<file path="config.mk">
export PLATFORM = sky130hd
export DESIGN_NAME = ssd_scroll_ctrl
export DESIGN_NICKNAME = d
export VERILOG_FILES = /design/src/rtl/ssd_pkg.sv /design/src/rtl/ssd_tick_gen.sv /design/src/rtl/ssd_scroll_ctrl.sv
export SDC_FILE = /design/constraint.sdc
export NUM_CORES = 1
export LEC_CHECK = 0
export CAP_MARGIN = 10
export CORE_MARGIN = 5
export CORE_UTILIZATION = 30
export DETAILED_ROUTE_END_ITERATION = 7
export HOLD_SLACK_MARGIN = 0.06
export SLEW_MARGIN = 20
export SYNTH_ARGS = -nofsm -noshare
export SYNTH_HDL_FRONTEND = slang
export SYNTH_SLANG_ARGS = --single-unit
</file>
<file path="constraint.sdc">
create_clock -name clk -period 5.77 [get_ports clk]
set_clock_uncertainty 0.1 [all_clocks]
set_input_delay 1.154 -clock clk [delete_from_list [all_inputs] [get_ports clk]]
set_output_delay 1.154 -clock clk [all_outputs]
set_load 0.03 [all_outputs]
</file>
<file path="src/rtl/ssd_pkg.sv">
// ---------------------------------------------------------------------------
// ssd_pkg
// Shared constants and types for the 4-digit seven-segment display scheduler.
//   NUM_DIGITS        number of multiplexed digits (anodes)
//   GLYPH_ROW_W/COL_W widths of the row/col code into the alpha glyph ROM
//   ANODE_D0..D3      active-low one-hot anode drive per digit
//   ANODE_OFF         all anodes off (blank digit / reset)
//   glyph_t           one message buffer entry {row, col}
//   anode_for_digit   digit index -> anode pattern
// ---------------------------------------------------------------------------
package ssd_pkg;

  localparam int NUM_DIGITS  = 4;
  localparam int GLYPH_ROW_W = 3;
  localparam int GLYPH_COL_W = 3;

  localparam logic [NUM_DIGITS-1:0] ANODE_D0  = 4'b0111;
  localparam logic [NUM_DIGITS-1:0] ANODE_D1  = 4'b1011;
  localparam logic [NUM_DIGITS-1:0] ANODE_D2  = 4'b1101;
  localparam logic [NUM_DIGITS-1:0] ANODE_D3  = 4'b1110;
  localparam logic [NUM_DIGITS-1:0] ANODE_OFF = 4'b1111;

  typedef struct packed {
    logic [GLYPH_ROW_W-1:0] row;
    logic [GLYPH_COL_W-1:0] col;
  } glyph_t;

  function automatic logic [NUM_DIGITS-1:0] anode_for_digit(input logic [1:0] digit);
    logic [NUM_DIGITS-1:0] anode;
    case (digit)
      2'd0:    anode = ANODE_D0;
      2'd1:    anode = ANODE_D1;
      2'd2:    anode = ANODE_D2;
      2'd3:    anode = ANODE_D3;
      default: anode = ANODE_OFF;
    endcase
    return anode;
  endfunction

endpackage

</file>
<file path="src/rtl/ssd_tick_gen.sv">
// ---------------------------------------------------------------------------
// ssd_tick_gen
// Free-running tick generator: pulses tick for one cycle every DIV enabled
// cycles. Implemented as a down-counter that fires on its terminal count
// (zero) and reloads DIV-1, so the first tick comes in the first enabled
// cycle after reset and then every DIV cycles.
// Ports:
//   clk     in   system clock
//   reset   in   asynchronous active-low reset (counter cleared to 0)
//   enable  in   counter advances only while high
//   tick    out  one-cycle pulse on terminal count
// ---------------------------------------------------------------------------
module ssd_tick_gen #(
  parameter int DIV = 4
) (
  input  logic clk,
  input  logic reset,
  input  logic enable,
  output logic tick
);

  localparam int            CW     = (DIV > 1) ? $clog2(DIV) : 1;
  localparam logic [CW-1:0] RELOAD = CW'(DIV - 1);

  logic [CW-1:0] cnt_q, cnt_d;

  always_comb begin
    cnt_d = cnt_q;
    tick  = 1'b0;
    if (enable) begin
      if (cnt_q == '0) begin
        tick  = 1'b1;
        cnt_d = RELOAD;
      end else begin
        cnt_d = cnt_q - CW'(1);
      end
    end
  end

  always_ff @(posedge clk or negedge reset) begin
    if (!reset) begin
      cnt_q <= '0;
    end else begin
      cnt_q <= cnt_d;
    end
  end

endmodule

</file>
<file path="src/rtl/ssd_scroll_ctrl.sv">
// ---------------------------------------------------------------------------
// ssd_scroll_ctrl
// Scheduler for the shared 4-digit seven-segment display. Holds a small
// message of glyph codes, time-multiplexes one glyph lookup across the four
// anodes and scrolls a 4-digit window across messages longer than 4 glyphs.
// Ports:
//   clk        in   system clock
//   reset      in   asynchronous active-low reset
//   wr_valid   in   glyph write request
//   wr_ready   out  buffer can accept a glyph (not full, no clear this cycle)
//   wr_row     in   glyph row code
//   wr_col     in   glyph col code
//   clear      in   synchronous buffer flush (wins over a same-cycle write)
//   scroll_en  in   enables window advance on scroll ticks
//   msg_len    out  number of stored glyphs
//   row, col   out  registered glyph code for the digit being driven
//   ssd_anode  out  registered active-low one-hot anode drive
// ---------------------------------------------------------------------------
module ssd_scroll_ctrl
  import ssd_pkg::*;
#(
  parameter int MSG_DEPTH   = 16,
  parameter int REFRESH_DIV = 200_000,
  parameter int SCROLL_DIV  = 100_000_000,
  parameter int CNT_W       = $clog2(MSG_DEPTH + 1)
) (
  input  logic                   clk,
  input  logic                   reset,
  input  logic                   wr_valid,
  output logic                   wr_ready,
  input  logic [GLYPH_ROW_W-1:0] wr_row,
  input  logic [GLYPH_COL_W-1:0] wr_col,
  input  logic                   clear,
  input  logic                   scroll_en,
  output logic [CNT_W-1:0]       msg_len,
  output logic [GLYPH_ROW_W-1:0] row,
  output logic [GLYPH_COL_W-1:0] col,
  output logic [NUM_DIGITS-1:0]  ssd_anode
);

  localparam int               AW       = $clog2(MSG_DEPTH);
  localparam logic [CNT_W-1:0] DEPTH_C  = CNT_W'(MSG_DEPTH);
  localparam logic [CNT_W-1:0] DIGITS_C = CNT_W'(NUM_DIGITS);

  glyph_t                 mem_q [MSG_DEPTH];
  glyph_t                 mem_d [MSG_DEPTH];
  logic [CNT_W-1:0]       count_q, count_d;
  logic [AW-1:0]          start_q, start_d;
  logic [1:0]             digit_q, digit_d;
  logic [NUM_DIGITS-1:0]  anode_q, anode_d;
  logic [GLYPH_ROW_W-1:0] row_q, row_d;
  logic [GLYPH_COL_W-1:0] col_q, col_d;

  logic                   refresh_tick;
  logic                   scroll_tick;
  logic                   wr_accept;
  logic [CNT_W:0]         idx_sum;
  logic [CNT_W:0]         idx_wrap;
  logic [CNT_W-AW:0]      unused_idx_hi;
  glyph_t                 sel_glyph;
  logic                   blank;

  ssd_tick_gen #(.DIV(REFRESH_DIV)) u_refresh_tick (
    .clk    (clk),
    .reset  (reset),
    .enable (1'b1),
    .tick   (refresh_tick)
  );

  ssd_tick_gen #(.DIV(SCROLL_DIV)) u_scroll_tick (
    .clk    (clk),
    .reset  (reset),
    .enable (1'b1),
    .tick   (scroll_tick)
  );

  // Dropping ready during clear is what makes clear win over a write.
  assign wr_ready  = (count_q < DEPTH_C) && !clear;
  assign wr_accept = wr_valid && wr_ready;

  // Buffer, window start and digit sequencing. The scroll decision looks at
  // count_q, so a same-cycle write does not influence the wrap point.
  always_comb begin
    mem_d   = mem_q;
    count_d = count_q;
    start_d = start_q;
    digit_d = refresh_tick ? digit_q + 2'd1 : digit_q;

    if (clear) begin
      count_d = '0;
      start_d = '0;
    end else begin
      if (scroll_tick && scroll_en && (count_q > DIGITS_C)) begin
        start_d = (CNT_W'(start_q) == count_q - CNT_W'(1)) ? '0 : start_q + AW'(1);
      end else if (count_q <= DIGITS_C) begin
        start_d = '0;
      end
      if (wr_accept) begin
        mem_d[count_q[AW-1:0]] = '{row: wr_row, col: wr_col};
        count_d                = count_q + CNT_W'(1);
      end
    end
  end

  // Entry for the current digit. start < count whenever count > 0, so
  // start + digit never reaches 2*count and a single conditional subtract
  // replaces a modulo.
  always_comb begin
    idx_sum       = (CNT_W+1)'(start_q) + (CNT_W+1)'(digit_q);
    idx_wrap      = (idx_sum >= {1'b0, count_q}) ? idx_sum - {1'b0, count_q} : idx_sum;
    unused_idx_hi = idx_wrap[CNT_W:AW];
    sel_glyph     = mem_q[idx_wrap[AW-1:0]];
    blank         = (count_q == '0) ||
                    ((count_q < DIGITS_C) && (CNT_W'(digit_q) >= count_q));

    if (blank) begin
      anode_d = ANODE_OFF;
      row_d   = '0;
      col_d   = '0;
    end else begin
      anode_d = anode_for_digit(digit_q);
      row_d   = sel_glyph.row;
      col_d   = sel_glyph.col;
    end
  end

  always_ff @(posedge clk or negedge reset) begin
    if (!reset) begin
      for (int i = 0; i < MSG_DEPTH; i++) begin
        mem_q[i] <= '0;
      end
      count_q <= '0;
      start_q <= '0;
      digit_q <= '0;
      anode_q <= ANODE_OFF;
      row_q   <= '0;
      col_q   <= '0;
    end else begin
      mem_q   <= mem_d;
      count_q <= count_d;
      start_q <= start_d;
      digit_q <= digit_d;
      anode_q <= anode_d;
      row_q   <= row_d;
      col_q   <= col_d;
    end
  end

  // Anode and row/col share one register stage so they switch together.
  assign ssd_anode = anode_q;
  assign row       = row_q;
  assign col       = col_q;
  assign msg_len   = count_q;

endmodule

</file>
# Yosys cells after proc, flatten, opt, wreduce, memory -nomap -nowiden

Cells that the tools add are included.

Flip-flop bits (word level): 162
Bits of input ports: 11
Output and inout port bits: 16
Word-level logic and storage cells: 100

Add/sub/neg operators: 8
Order comparisons: 9
Equality and inequality tests: 4
Muxes and demuxes: 21
Bitwise gates (word level): 3
Reductions and logical operators: 15

Operators by type and width:

| kind                  | number |
|---|---|
| $bwmux 96             | 1 |
| $logic_not 27->1      | 1 |
| $mux 27               | 1 |
| $sub 27x1->27 const B | 1 |
| $bmux 6 s4            | 1 |
| $demux 6 s4           | 1 |
| $mux 4                | 6 |
| $logic_not 18->1      | 1 |
| $mux 18               | 1 |
| $mux 6                | 3 |
| $sub 18x1->18 const B | 1 |
| $pmux 4 s4            | 1 |
| $ge 5x5->1 const B    | 2 |
| $mux 5                | 2 |
| $not 4->5             | 2 |
| $logic_and 1x1->1     | 6 |
| $mux 3                | 2 |
| $add 4x2->5           | 1 |
| $add 5x1->5 const B   | 1 |
| $eq 4x5->1            | 1 |
| $ge 2x5->1            | 1 |
| $ge 5x5->1            | 1 |
| $gt 5x3->1 const B    | 1 |
| $le 5x3->1 const B    | 1 |
| other kinds (18)      | 20 |

# Longest topological paths before layout

Depth after elaboration: 8
Mapped depth: 13

# Cells and area by module

From an unflattened synthesis, not the netlist that was laid out.

Cell total of the unflattened synthesis: 778
Area total of the unflattened synthesis: 8454.4 um^2

Modules (own cells, without submodules):

| module                         | times used | cells an instance | area each (um^2) | seq. area each (um^2) |
|---|---|---|---|---|
| ssd_scroll_ctrl                | 1          | 535               | 6080.8           | 2932.8 |
| ssd_tick_gen at u_scroll_tick  | 1          | 155               | 1483.9           | 675.6 |
| ssd_tick_gen at u_refresh_tick | 1          | 88                | 889.6            | 450.4 |

# Worst setup path after synthesis

No wires, ideal clock.

Kind: flip-flop to flip-flop
Start point: reg start_q[0]
End point: reg col_q[1] (netlist: col[1])
Library setup time: 0.110 ns
Data arrival time: 3.530 ns
Slack: 2.030 ns
Stages on the path, launching flop included: 13
Path buffers: 1
Cells stage by stage: dfrtp_1 ha_1 fa_1 xnor2_1 inv_1 ha_1 and4_1 a21oi_1 nand3_1 nand2_1 clkbuf_1 a211oi_1 o41ai_1

Word-level cells in the longest chain between the ends: 8

Ends and longest elaborated chain:

| element                                          | line                   | text |
|---|---|---|
| start, declared                                  | ssd_scroll_ctrl.sv:48  | `logic [AW-1:0] start_q, start_d;` |
| start signal, assigned                           | ssd_scroll_ctrl.sv:141 | `start_q <= start_d;` |
| $add 4x2->5 *                                    | ssd_scroll_ctrl.sv:109 | `idx_sum = (CNT_W+1)'(start_q) + (CNT_W+1)'(digit_q);` |
| $sub 4x4->4 / $ge 5x5->1 (equally long branches) | ssd_scroll_ctrl.sv:110 | `idx_wrap = (idx_sum >= {1'b0, count_q}) ? idx_sum - {1'b0, count_q} : idx_sum;` |
| $mux 4 *                                         | ssd_scroll_ctrl.sv:110 |  |
| $not 4->5 (implied by the code) *                | ssd_scroll_ctrl.sv:112 | `sel_glyph = mem_q[idx_wrap[AW-1:0]];` |
| $bmux 6 s4 *                                     | ssd_scroll_ctrl.sv:112 |  |
| $mux 6 (implied by the code) * (2 in a row)      | ssd_scroll_ctrl.sv:112 |  |
| $mux 3 *                                         | ssd_scroll_ctrl.sv:116 | `if (blank) begin` |
| net col_d[1]                                     | ssd_scroll_ctrl.sv:52  | `logic [GLYPH_COL_W-1:0] col_q, col_d;` |
| end signal, assigned                             | ssd_scroll_ctrl.sv:145 | `col_q <= col_d;` |
| end, declared                                    | ssd_scroll_ctrl.sv:52  |  |

The timed path passes the listed nets; every way through them passes the cells marked *. The select of a mux whose other input is x is not followed.
A chain may end at the register's enable or synchronous reset.

# Worst setup path in the final report

Start point: reg start_q[0]
End point: reg row_q[1] (netlist: row[1])

Word-level cells in the longest chain between the ends: 8

Ends and longest elaborated chain:

| element                                          | line                   | text |
|---|---|---|
| $add 4x2->5 *                                    | ssd_scroll_ctrl.sv:109 |  |
| $sub 4x4->4 / $ge 5x5->1 (equally long branches) | ssd_scroll_ctrl.sv:110 |  |
| $mux 4 *                                         | ssd_scroll_ctrl.sv:110 |  |
| $not 4->5 (implied by the code) *                | ssd_scroll_ctrl.sv:112 |  |
| $bmux 6 s4 *                                     | ssd_scroll_ctrl.sv:112 |  |
| $mux 6 (implied by the code) * (2 in a row)      | ssd_scroll_ctrl.sv:112 |  |
| $mux 3 *                                         | ssd_scroll_ctrl.sv:116 |  |
| net row_d[1]                                     | ssd_scroll_ctrl.sv:51  | `logic [GLYPH_ROW_W-1:0] row_q, row_d;` |
| end signal, assigned                             | ssd_scroll_ctrl.sv:144 | `row_q <= row_d;` |
| end, declared                                    | ssd_scroll_ctrl.sv:51  |  |

Marked as above.

==> flow_metrics.tcl <==
set metrics [dict create \
    ant_nets 0 \
    syn_area_sq_um 8030 \
    critPathCaptureType "flip-flop" \
    globalRouteTotalUtil_pct 12.6 \
    p_per_area_nw_per_um2 280 \
    r2r_setup_slack_ns 1.01 \
    viasPerCell 5.10 \
    reg2reg_to "row[1]$_DFF_PN0_" \
    dp_slack_ns 1.06 \
    drc 0 \
    firstDrtPassIters 5 \
    fin_total_pwr_mw 2.58 \
    clkPwrFrac_pct 41.1 \
    synth_nets 741 \
    die_area_sq_um 30100 \
    hold_viol_final 0 \
    io_buffers 26 \
    post-cts-setup-buffers 0 \
    globalplace.congestion 0.899 \
    clk_latency_ns 0.43 \
    synth_edf_count 0 \
    tns_ns 0 \
    root_buffer "clkbuf_16" \
    coreArea_sq_um 26200 \
    final_layout_size_suffix_gt1_share_pct 21.2 \
    synth_warnings 0 \
    worst-endpoint-required_ns 5.97 \
    start_kind "flip-flop" \
    min_path_type "reg2reg" \
    antenna_cells 0 \
    ys_types 63 \
    ir_drop_uv 176 \
    fin_crit_sh_pct 82.4 \
    switchingPower_mw 0.700 \
    tightestPinTransition_ns 1.12 \
    async_flop_share_pct 100 \
    avgSynthCellArea_sq_um 11.4 \
    crit_path_cell_trace "ha_1 -> fa_1 -> xnor2_1 -> inv_1 -> ha_1 -> and4_1 -> a21oi_1 -> nand3_1 -> buf_4 -> nand2_1 -> buf_4 -> nand2_1 -> a32o_1 -> o41ai_1" \
    die_h_um 174 \
    first_global_vias 5425 \
    setup.worst_path.end "row[1]$_DFF_PN0_" \
    drtIter0Drc 373 \
    internal_power_mw 1.88 \
    n_fill_cell 2589 \
    critical_path_peak_fanout 22 \
    relSlewSlack_pct 25.0 \
    antenna_found_initial 0 \
    register_area_sq_um 4060 \
    grt_max_degree 80 \
    std_cell_rows 59 \
    outcome "completed" \
    finalSetupViolCount 0 \
    critPathLaunch "start_q[0]$_DFFE_PN0P_" \
    wl_mm 18.7 \
    final_common_cell "dfrtp_1" \
    synth_seq_cells 162 \
    ys.flop_type "dfrtp_1" \
    cts_tree "built" \
    max_freq_mhz 210 \
    rsz0062_at_grt "no" \
    sequentialPowerShare_pct 47.7 \
    yosysSeqAreaShare_pct 50.6 \
    wl_per_cell_um 17.3 \
    ios 27 \
    clockBufferDepth 2 \
    cap_violations 0 \
    cts.repair.resized 0 \
    final_cell_mix "158 x dfrtp_1, 96 x mux2_2, 61 x nand2_1, 42 x nor2_1, 34 x nand3_1" \
    cpMaxStageDelayCell "nand2_1" \
    combPwrFrac_pct 11.2 \
    vias 5507 \
    swShare_pct 27.1 \
    grt_pass1_wl_mm 30.5 \
    regToRegStartpoint "start_q[0]$_DFFE_PN0P_" \
    max_stage_delay_ns 0.60 \
    start_util_pct 30.6 \
    clkSinkCount 162 \
    nets 765 \
    crit_type "reg2reg" \
    multi_input_area_sq_um 3790 \
    cts.clk_slew.worst_paths_ns 0.07 \
    min_period_ns 4.76 \
    timing.final.ws_setup_ns 1.01 \
    drv_slew 0 \
    syn2layout_area_growth_pct 14.7 \
    power_leakage_nw 4.06 \
    critPathArrivalTime_ns 4.96 \
    numCtsBuffers 17 \
    r2r_cells 14 \
    dp_hpwl_mm 12.7 \
    cts-htree-levels 4 \
    grt_overflow 0 \
    die_w_um 174 \
    netlist_instances 707 \
    cts_hold_buf 0 \
]
-- per-stage QoR --
stage          std cells  hold WS, ns  util, %  cell area [sq um]
2_1_floorplan        707        0.319        -               8030
3_3_place_gp        1047        0.346     33.0               8660
3_5_place_dp        1047        0.346     33.0               8660
4_1_cts             1079        0.356     35.1               9210
5_1_grt             1079        0.371     35.1               9210
6_report            1079        0.346     35.1               9210
-- power groups by stage --
stage	logic (mW)	clock network, mW	registers [mW]
final	0.288	1.06	1.23
after global routing	0.317	1.14	1.24
after CTS	0.290	1.09	1.23
after detailed placement	0.290	0	1.25
after global placement	0.284	0	1.25
after floorplan	0.180	0	1.24
-- state kept, by name, summed over array words and instances, names as in the netlist --
name,flops
mem_q,96
row,3
u_refresh_tick.cnt_q,18
digit_q,2
start_q,4
ssd_anode,4
col,3
u_scroll_tick.cnt_q,27
msg_len,5
-- layer usage --
layer	track usage (%)	wire (um)
met1	18.1	9120
met2	19.0	8270
met3	3.03	964
met4	3.79	361
met5	0	0
-- synthesized netlist by cell type, types with 3 or more instances --
cell type	instances	area, sq um
dfrtp_1	158	3950
mux2_2	96	1080
nand2_1	61	229
nor2_1	42	158
nand3_1	34	170
xnor2_1	29	254
clkbuf_1	27	101
ha_1	21	263
o21ai_0	21	105
xor2_1	20	175
a21oi_1	18	90.1
inv_1	16	60.1
and3_1	15	93.8
nor3_1	12	60.1
a21o_1	10	75.1
o21ai_1	9	45.0
a211o_1	7	61.3
o41ai_1	7	61.3
a211oi_1	6	45.0
a311oi_1	6	52.6
a32o_1	6	60.1
a32oi_1	6	52.6
o2111ai_1	6	52.6
nor2b_1	5	31.3
or4_1	5	37.5
dfstp_2	4	105
a31oi_1	3	18.8
buf_2	3	15.0
nor4_1	3	18.8
o31ai_1	3	22.5
or3_1	3	18.8
-- critical path: cells and delay by family (launching register included) --
family,cells,cell delay (ns)
xor gates and xnor gates,1,0.36
DFF,1,0.44
adders and majority gates,3,1.01
buffers and inverters,3,0.69
and+or+nand+nor,4,1.05
AOI/OAI and AO/OA,3,0.97
-- final cells by class --
type | instances | share of cell area, %
clock inverters | 12 | 1.09
well taps | 335 | 4.55
flip-flops and latches | 162 | 44.1
clock buffers | 20 | 4.85
inverters | 16 | 0.652
repair buffers | 35 | 3.57
multi-input cells | 499 | 41.2
-- cell families (layout without fill, tap and decap cells) --
family	Yosys count	after routing	share of synthesized area (%)
flip-flops	162	162	50.6
buffers and inverters	46	83	2.20
AND/OR/NAND/NOR	209	209	14.0
adder cells (fa/ha/maj)	23	23	3.77
multiplexers	98	98	13.7
XOR/XNOR	49	49	5.35
AO/OA/AOI/OAI	120	120	10.4
-- worst min path at each step --
stage | from | endpoint | slack [ns] | depth (start not counted)
floorplan | u_refresh_tick.cnt_q[0]$_DFF_PN0_ | u_refresh_tick.cnt_q[0]$_DFF_PN0_ | 0.32 | 1
global placement | u_refresh_tick.cnt_q[0]$_DFF_PN0_ | u_refresh_tick.cnt_q[0]$_DFF_PN0_ | 0.35 | 1
detailed placement | u_refresh_tick.cnt_q[0]$_DFF_PN0_ | u_refresh_tick.cnt_q[0]$_DFF_PN0_ | 0.35 | 1
CTS | u_refresh_tick.cnt_q[0]$_DFF_PN0_ | u_refresh_tick.cnt_q[0]$_DFF_PN0_ | 0.36 | 1
global route | u_refresh_tick.cnt_q[0]$_DFF_PN0_ | u_refresh_tick.cnt_q[0]$_DFF_PN0_ | 0.37 | 1
finish | u_refresh_tick.cnt_q[0]$_DFF_PN0_ | u_refresh_tick.cnt_q[0]$_DFF_PN0_ | 0.35 | 1
Note: power is estimated with default switching activity, not from simulation.
